## config.mk

```make
export PLATFORM = sky130hd
export DESIGN_NAME = key_entry_capture
export DESIGN_NICKNAME = d
export VERILOG_FILES = /design/src/rtl/key_entry_pkg.sv /design/src/rtl/key_entry_capture_debounce.sv /design/src/rtl/key_entry_capture.sv
export SDC_FILE = /design/constraint.sdc
export NUM_CORES = 1
export LEC_CHECK = 0
export BUFFER_PORTS_ARGS = -buffer_cell sky130_fd_sc_hd__buf_2
export CAP_MARGIN = 0
export CORE_ASPECT_RATIO = 1.25
export CORE_MARGIN = 3
export CORE_UTILIZATION = 65
export DETAILED_ROUTE_END_ITERATION = 6
export MAX_ROUTING_LAYER = met4
export PLACE_DENSITY = 0.84
export RECOVER_POWER = 25
export SETUP_SLACK_MARGIN = 0.1
export SLEW_MARGIN = 10
export SYNTH_ARGS = -nofsm -noshare
export SYNTH_HDL_FRONTEND = slang
export SYNTH_HIERARCHICAL = 1
export SYNTH_SLANG_ARGS = --single-unit
```

## constraint.sdc

```tcl
create_clock -name ref_clk_clk -period 5.3 [get_ports ref_clk_clk]
set_input_delay 0.795 -clock ref_clk_clk [delete_from_list [all_inputs] [get_ports ref_clk_clk]]
set_output_delay 0.795 -clock ref_clk_clk [all_outputs]
set_load 0.1 [all_outputs]
```

## src/rtl/key_entry_pkg.sv

```systemverilog
// rtl/key_entry_pkg.sv - shared constants and entry type for key entry capture
package key_entry_pkg;

   localparam int KEY_N        = 4;
   localparam int KEY_IDX_W    = 2;
   localparam int SW_W_DEFAULT = 18;

   typedef struct packed {
      logic [KEY_IDX_W-1:0]    key;
      logic [SW_W_DEFAULT-1:0] sw;
   } entry_t;

endpackage

```

## src/rtl/key_entry_capture_debounce.sv

```systemverilog
// rtl/key_entry_capture_debounce.sv - synchroniser, debouncer and press pulse for one key
module key_debounce
   import key_entry_pkg::*;
#(
   parameter int DEBOUNCE_CYCLES = 500000
) (
   input  logic clk,
   input  logic reset,
   input  logic key_n,
   output logic press
);

   localparam int CNT_W = $clog2(DEBOUNCE_CYCLES);

   logic             sync1;
   logic             sync2;
   logic             stable;
   logic [CNT_W-1:0] cnt;

   // Two-flop synchroniser, then accept a new level only after it has been
   // seen continuously; press pulses in the cycle after stable drops to 0.
   always_ff @(posedge clk) begin
      if (reset) begin
         sync1  <= 1'b1;
         sync2  <= 1'b1;
         stable <= 1'b1;
         cnt    <= '0;
         press  <= 1'b0;
      end else begin
         sync1 <= key_n;
         sync2 <= sync1;
         press <= 1'b0;
         if (sync2 == stable) begin
            cnt <= '0;
         end else if (cnt == CNT_W'(DEBOUNCE_CYCLES - 1)) begin
            stable <= sync2;
            cnt    <= '0;
            press  <= stable;
         end else begin
            cnt <= cnt + 1'b1;
         end
      end
   end

endmodule

```

## src/rtl/key_entry_capture.sv

```systemverilog
// rtl/key_entry_capture.sv - debounced key press capture into a FWFT FIFO
module key_entry_capture
   import key_entry_pkg::*;
#(
   parameter int DEBOUNCE_CYCLES = 500000,
   parameter int DEPTH           = 4,
   parameter int SW_W            = SW_W_DEFAULT
) (
   input  logic                   ref_clk_clk,
   input  logic                   ref_reset_reset,
   input  logic [KEY_N-1:0]       key_n,
   input  logic [SW_W-1:0]        switches,
   input  logic                   rd_en,
   output logic                   rd_valid,
   output logic [SW_W-1:0]        rd_sw,
   output logic [KEY_IDX_W-1:0]   rd_key,
   output logic [$clog2(DEPTH):0] count,
   output logic                   overflow,
   input  logic                   clear_ovf
);

   localparam int PTR_W = $clog2(DEPTH);
   localparam int CNT_W = PTR_W + 1;
   localparam int ENT_W = KEY_IDX_W + SW_W;

   logic [KEY_N-1:0]     press;
   logic [SW_W-1:0]      sw_s1;
   logic [SW_W-1:0]      sw_s2;
   logic [ENT_W-1:0]     mem [DEPTH];
   logic [PTR_W-1:0]     rd_ptr;
   logic [PTR_W-1:0]     wr_ptr;
   logic [KEY_IDX_W-1:0] sel_key;
   logic                 any_press;
   logic                 multi_press;
   logic                 full;
   logic                 pop;
   logic                 push;
   logic                 drop;

   for (genvar g = 0; g < KEY_N; g++) begin : g_key
      key_debounce #(
         .DEBOUNCE_CYCLES(DEBOUNCE_CYCLES)
      ) u_debounce (
         .clk   (ref_clk_clk),
         .reset (ref_reset_reset),
         .key_n (key_n[g]),
         .press (press[g])
      );
   end

   // Switch synchroniser; same two-stage delay as the keys so the snapshot
   // lines up with the press pulse.
   always_ff @(posedge ref_clk_clk) begin
      if (ref_reset_reset) begin
         sw_s1 <= '0;
         sw_s2 <= '0;
      end else begin
         sw_s1 <= switches;
         sw_s2 <= sw_s1;
      end
   end

   // Lowest key index wins; any extra press, or a push into a full FIFO
   // with no pop to make room, counts as a drop.
   always_comb begin
      sel_key = '0;
      for (int i = KEY_N - 1; i >= 0; i--) begin
         if (press[i]) sel_key = KEY_IDX_W'(i);
      end
      any_press   = |press;
      multi_press = $countones(press) > 1;
      full        = (count == CNT_W'(DEPTH));
      pop         = rd_en && (count != '0);
      push        = any_press && (!full || pop);
      drop        = multi_press || (any_press && !push);
   end

   // Circular buffer storage, pointers, occupancy and sticky overflow.
   always_ff @(posedge ref_clk_clk) begin
      if (ref_reset_reset) begin
         rd_ptr   <= '0;
         wr_ptr   <= '0;
         count    <= '0;
         overflow <= 1'b0;
         for (int i = 0; i < DEPTH; i++) mem[i] <= '0;
      end else begin
         if (push) begin
            mem[wr_ptr] <= {sel_key, sw_s2};
            wr_ptr      <= wr_ptr + 1'b1;
         end
         if (pop) rd_ptr <= rd_ptr + 1'b1;
         count <= count + CNT_W'(push) - CNT_W'(pop);
         if (drop) overflow <= 1'b1;
         else if (clear_ovf) overflow <= 1'b0;
      end
   end

   assign rd_valid        = (count != '0);
   assign {rd_key, rd_sw} = mem[rd_ptr];

endmodule
```

After elaboration in Yosys (flattened, before gate mapping)
Memories as Yosys holds them, arrays and structs flattened. A register that Yosys moved wholly into a read port is not among the register bits.
Index checks and enable logic that the tools add are counted.

cells by class
  add/subtract/negate cells = 11
  $lt $le $gt $ge = 1
  equal/unequal tests = 9
  mux-type cells = 16
  bitwise logic cells = 8
  reductions and logical operators = 23

operators with widths
  operator                                                       count
  adder 19 x 1 -> 19 bit, second input constant                  4
  == test 19 bit, second input constant                          4
  OR reduction 3 bit                                             8
  two-way mux 20 bit                                             1
  OR reduction 20 bit                                            1
  two-way mux 2 bit                                              7
  two-way mux 1 bit                                              8
  inverter 1 bit                                                 8
  AND reduction 2 bit                                            4
  adder 1 x 1 -> 2 bit                                           2
  adder 2 x 1 -> 2 bit, second input constant                    2
  == test 1 bit                                                  4
  OR reduction 4 bit                                             1
  adder 2 x 2 -> 3 bit                                           1
  adder 3 x 1 -> 3 bit                                           1
  == test 3 bit, second input constant                           1
  greater-than comparator 3 x 1 -> 1 bit, second input constant  1
  logical AND 1 bit                                              3
  nonzero test 3 bit                                             1
  subtractor 3 x 1 -> 3 bit                                      1
  zero test 1 bit                                                2
  logical OR 1 bit                                               2
  nonzero test 2 bit                                             1

storage, ports and cells
  bits in registers = 136
  bits in writable memories = 80
  input bits = 26
  word-level logic and storage cells = 95
  memories = 1

memory list
  name  depth  bits a word  read ports  clocked after memory_dff  wr ports  line                     RTL
  mem   4      20           1           1                         4         key_entry_capture.sv:29  logic [ENT_W-1:0] mem [DEPTH];

Depth between registers and ports, before layout
  word-level depth = 9
  gate-level depth with buffers = 12
  gate-level depth less buffers = 11

Hierarchy
Netlist, hierarchy kept.

modules (own cells, without submodules)
  module             times used  cells an instance  area each (sq um)  seq. area each (sq um)
  key_entry_capture  1           353                4,937.2            3,323.2
  key_debounce       4           111                1,017.2            460.4

Least setup slack after synthesis
OpenSTA, ideal clock, no wires.

  path kind = register -> register
  start point = register count[2]
  end point = register count[2]
  setup time = 0.127 ns
  data arrival time = 2.885 ns
  data required time = 5.173 ns
  path slack = 2.288 ns
  stages on the path, launching flop included = 11
  clock period less this slack = 3.012 ns
  cells stage by stage = dfxtp_1 -> or4b_1 -> nand2_1 -> buf_4 -> ha_1 -> inv_1 -> ha_1 -> fa_1 -> xnor2_1 -> xnor2_1 -> nor2_1

on the way
  word-level cells in the longest chain between the ends = 6
  elaborated cells on any way between the ends = 8
  classes of those cells = add/sub: 2; eq/ne: 1; reduce/logical: 5

RTL lines
  what                                                         line                                              RTL
  start, declared                                              key_entry_capture.sv:17                           output logic [$clog2(DEPTH):0] count,
  start signal, assigned                                       key_entry_capture.sv:92                           count <= count + CNT_W'(push) - CNT_W'(pop);
  == test 3 bit / nonzero test 3 bit (equally long branches)   key_entry_capture.sv:72, key_entry_capture.sv:73
  zero test 1 bit / logical AND 1 bit (equally long branches)  key_entry_capture.sv:74, key_entry_capture.sv:73
  logical OR 1 bit                                             key_entry_capture.sv:74                           push = any_press && (!full || pop);
  logical AND 1 bit                                            key_entry_capture.sv:74
  adder 3 x 1 -> 3 bit                                         key_entry_capture.sv:92
  subtractor 3 x 1 -> 3 bit (*)                                key_entry_capture.sv:92

Every way passes the cells marked *; elsewhere a longest branch is shown, timed or not.
A chain may end at the register's enable or synchronous reset.

Worst setup path in the final report
  start point = input port ref_reset_reset
  end point = register g_key[0].u_debounce.cnt[15]

on the way
  word-level cells in the longest chain between the ends = 1

RTL lines
  what                          line                              RTL
  start, declared               key_entry_capture.sv:10           input logic ref_reset_reset,
  OR reduction 3 bit (no line)  n/a
  end signal, assigned          key_entry_capture_debounce.sv:40  cnt <= cnt + 1'b1;
  end, declared                 key_entry_capture_debounce.sv:18  logic [CNT_W-1:0] cnt;

No other way between the ends.

==> results.json <==
{
  "status": "finished with violations",
  "violations": "max-capacitance violations, max-slew violations",
  "worstMarginPinSlew_ps": 2110,
  "ys_ff_latch": 218,
  "gp_congestion": 0.899,
  "htreeDepth": 1,
  "regToRegStartpoint": "g_key[0].u_debounce/press",
  "track_usage_pct": 24.1,
  "drive_above_1_share_pct": 15.9,
  "synth_flop_cell": "dfxtp_1",
  "synth_nets": 832,
  "synth-simple-area-share_pct": 23.7,
  "post_cts_buffers": 0,
  "hpwl_mm": 11.4,
  "ys_seq_area_share_pct": 57.3,
  "synth_edf_count": 80,
  "antenna_cells": 0,
  "ff2ff_path_depth": 11,
  "p_leak_uw": 0.00318,
  "post-route-worst-setup-slack_ps": 1680,
  "utilization_pct": 75.0,
  "cts-root-buf": "clkbuf_16",
  "synth_top_family_by_area": "simple AND/OR/NAND/NOR gates",
  "nets": 880,
  "synthTopCellsByCount": "nor2_1, dfxtp_1, edfxtp_1",
  "num_vias": 6068,
  "ctsResizeCount": 0,
  "synth-xor-area-share_pct": 6.22,
  "post_drt_via_cell_ratio": 5.89,
  "synth_area_um2": 9010,
  "stdcell_area_um2": 10100,
  "synth.avg_cell_area_um2": 11.3,
  "port_buffers": 50,
  "final_max_slew_viol_count": 57,
  "fillCellCount": 858,
  "grt_pass1_vias": 6227,
  "ctsHoldBuffers": 0,
  "power.total_uw": 4330,
  "drtIter0Drc": 362,
  "avgRoutedWirePerCell_um": 17.0,
  "clk_latency_ps": 490,
  "holdPathStages": 1,
  "cts_num_sinks": 218,
  "r2r-end": "count[2]",
  "peakVddDrop_mv": 0.410,
  "grt_overflow": 0,
  "first_pass_iters": 5,
  "max_freq_mhz": 276,
  "hold_class": "reg2reg",
  "synth_fa_ha_area_share_pct": 1.42,
  "clock_path_buffers": 3,
  "crit_arrival_ps": 3980,
  "die_x_um": 111,
  "ys_top_cells_by_area": "dfxtp_1, edfxtp_1, nor2_1",
  "grt_pass1_wl_mm": 29.4,
  "final-setup-viol-count": 0,
  "synth_top_area_share_pct": 30.7,
  "synth.area.mux_share_pct": 5.89,
  "rrSetupSlack_ps": 2010,
  "end_kind": "register",
  "clkTransAtPathRegs_ps": 60,
  "syn2layout_area_growth_pct": 11.6,
  "routed_wirelength_mm": 17.5,
  "start_util_pct": 67.2,
  "max_cap_viol_count": 1,
  "grt_antenna_before_repair": 0,
  "die_y_um": 138,
  "cts_tree": "done",
  "syn_inst": 797,
  "critPathMaxFanout": 56,
  "relSlewSlack_pct": -41.0,
  "ys_warn_count": 6,
  "seqCellArea_um2": 5160,
  "fp-row-count": 47,
  "post-synth-top-count-cell": "nor2_1",
  "synth-compound-area-share_pct": 2.86,
  "rsz0062_at_grt": "false",
  "startpoint": "ref_reset_reset",
  "min_from": "g_key[1].u_debounce/sync1",
  "grt_max_degree": 57,
  "yosys.area.top_type": "dfxtp_1",
  "cp_data_required_time_ps": 5660,
  "placed_area_um2": 9310,
  "multi_input_area_um2": 3610,
  "core_area_um2": 13400,
  "crit_type": "in2reg",
  "preCtsSetupSlack_ps": 1740,
  "setup_tns_ps": 0,
  "post_synth_num_cell_types": 45,
  "clock_skew_ps": 4.60,
  "cts_buffers": 21,
  "finalHoldViolations": 0,
  "io_pins": 51,
  "min_period_ps": 3620,
  "min_to": "g_key[1].u_debounce/sync2",
  "cp-start-kind": "input pin",
  "p_per_area_nw_per_um2": 431,
  "async_flop_share_pct": 0,
  "drc": 0,
  "antenna_left": 0,
  "die_area_um2": 15300,
  "fin_crit_sh_pct": 68.3
}
-- layer usage --
layer,share of wire [%],vias up,track usage (%),wire length (um)
li1,-,2912,-,-
met1,38,2950,26.8,6660
met2,55,186,46.1,9670
met3,5.3,20,3.51,931
met4,1.4,0,5.21,238
met5,0,-,-,0
-- placed cells by master (no fill, tap or decap), types with 20 or more instances in the layout --
cell,count
nor2b_1,40
mux4_2,20
buf_2,48
nand4_1,28
nand3_1,29
nand2b_1,24
xnor2_1,47
nor2_1,151
clkbuf_16,21
edfxtp_1,80
dfxtp_1,138
-- how the worst max path moves through the flow --
stage / to / cells after the start
after floorplan: count[2] / 10
after global placement: count[2] / 10
after detailed placement: count[2] / 10
after CTS: count[2] / 11
after global routing: g_key[0].u_debounce/cnt[14] / 5
final: g_key[0].u_debounce/cnt[15] / 5
-- sequential cells by signal, summed over array words and instances, names as in the netlist, named ones only --
register                 cells
count                        3
g_key.u_debounce/cnt        76
g_key.u_debounce/press       4
g_key.u_debounce/stable      4
g_key.u_debounce/sync1       4
g_key.u_debounce/sync2       4
mem                         80
overflow                     1
rd_ptr                       2
sw_s1                       18
sw_s2                       18
wr_ptr                       2
-- critical path, stage by stage --
cell	delay, ps
clkbuf_1	1480
clkbuf_1	1010
nor2_1	280
o21ai_4	280
nor2_1	110
-- kinds of logic after synthesis --
kind of cell,after synthesis
XOR/XNOR,64
flip-flops,218
adder cells (fa/ha/maj),9
multiplexers,28
buffers and inverters,43
AND/OR/NAND/NOR,399
AO/OA/AOI/OAI,36
-- per-stage QoR --
| stage | instances | hold WS [ps] |
|---|---|---|
| floorplan | 797 | 389 |
| global placement | 993 | 391 |
| detailed placement | 993 | 396 |
| CTS | 1031 | 413 |
| global route | 1031 | 438 |
| finish | 1031 | 413 |
-- power by group --
part           total [uW]  switching [uW]  internal, uW
sequential           1850            49.9          1800
combinational         907             697           210
clock                1580             607           969
total                4330            1350          2980
-- layout make-up --
class | count | share of cell area, %
Sequential cell | 218 | 51.4
Multi-Input combinational cell | 536 | 35.9
Inverter | 16 | 0.597
Tap cell | 171 | 2.13
Clock inverter | 12 | 1.72
Clock buffer | 26 | 5.71
Timing Repair Buffer | 52 | 2.58
No activity file was read; power rests on OpenSTA's default activity.
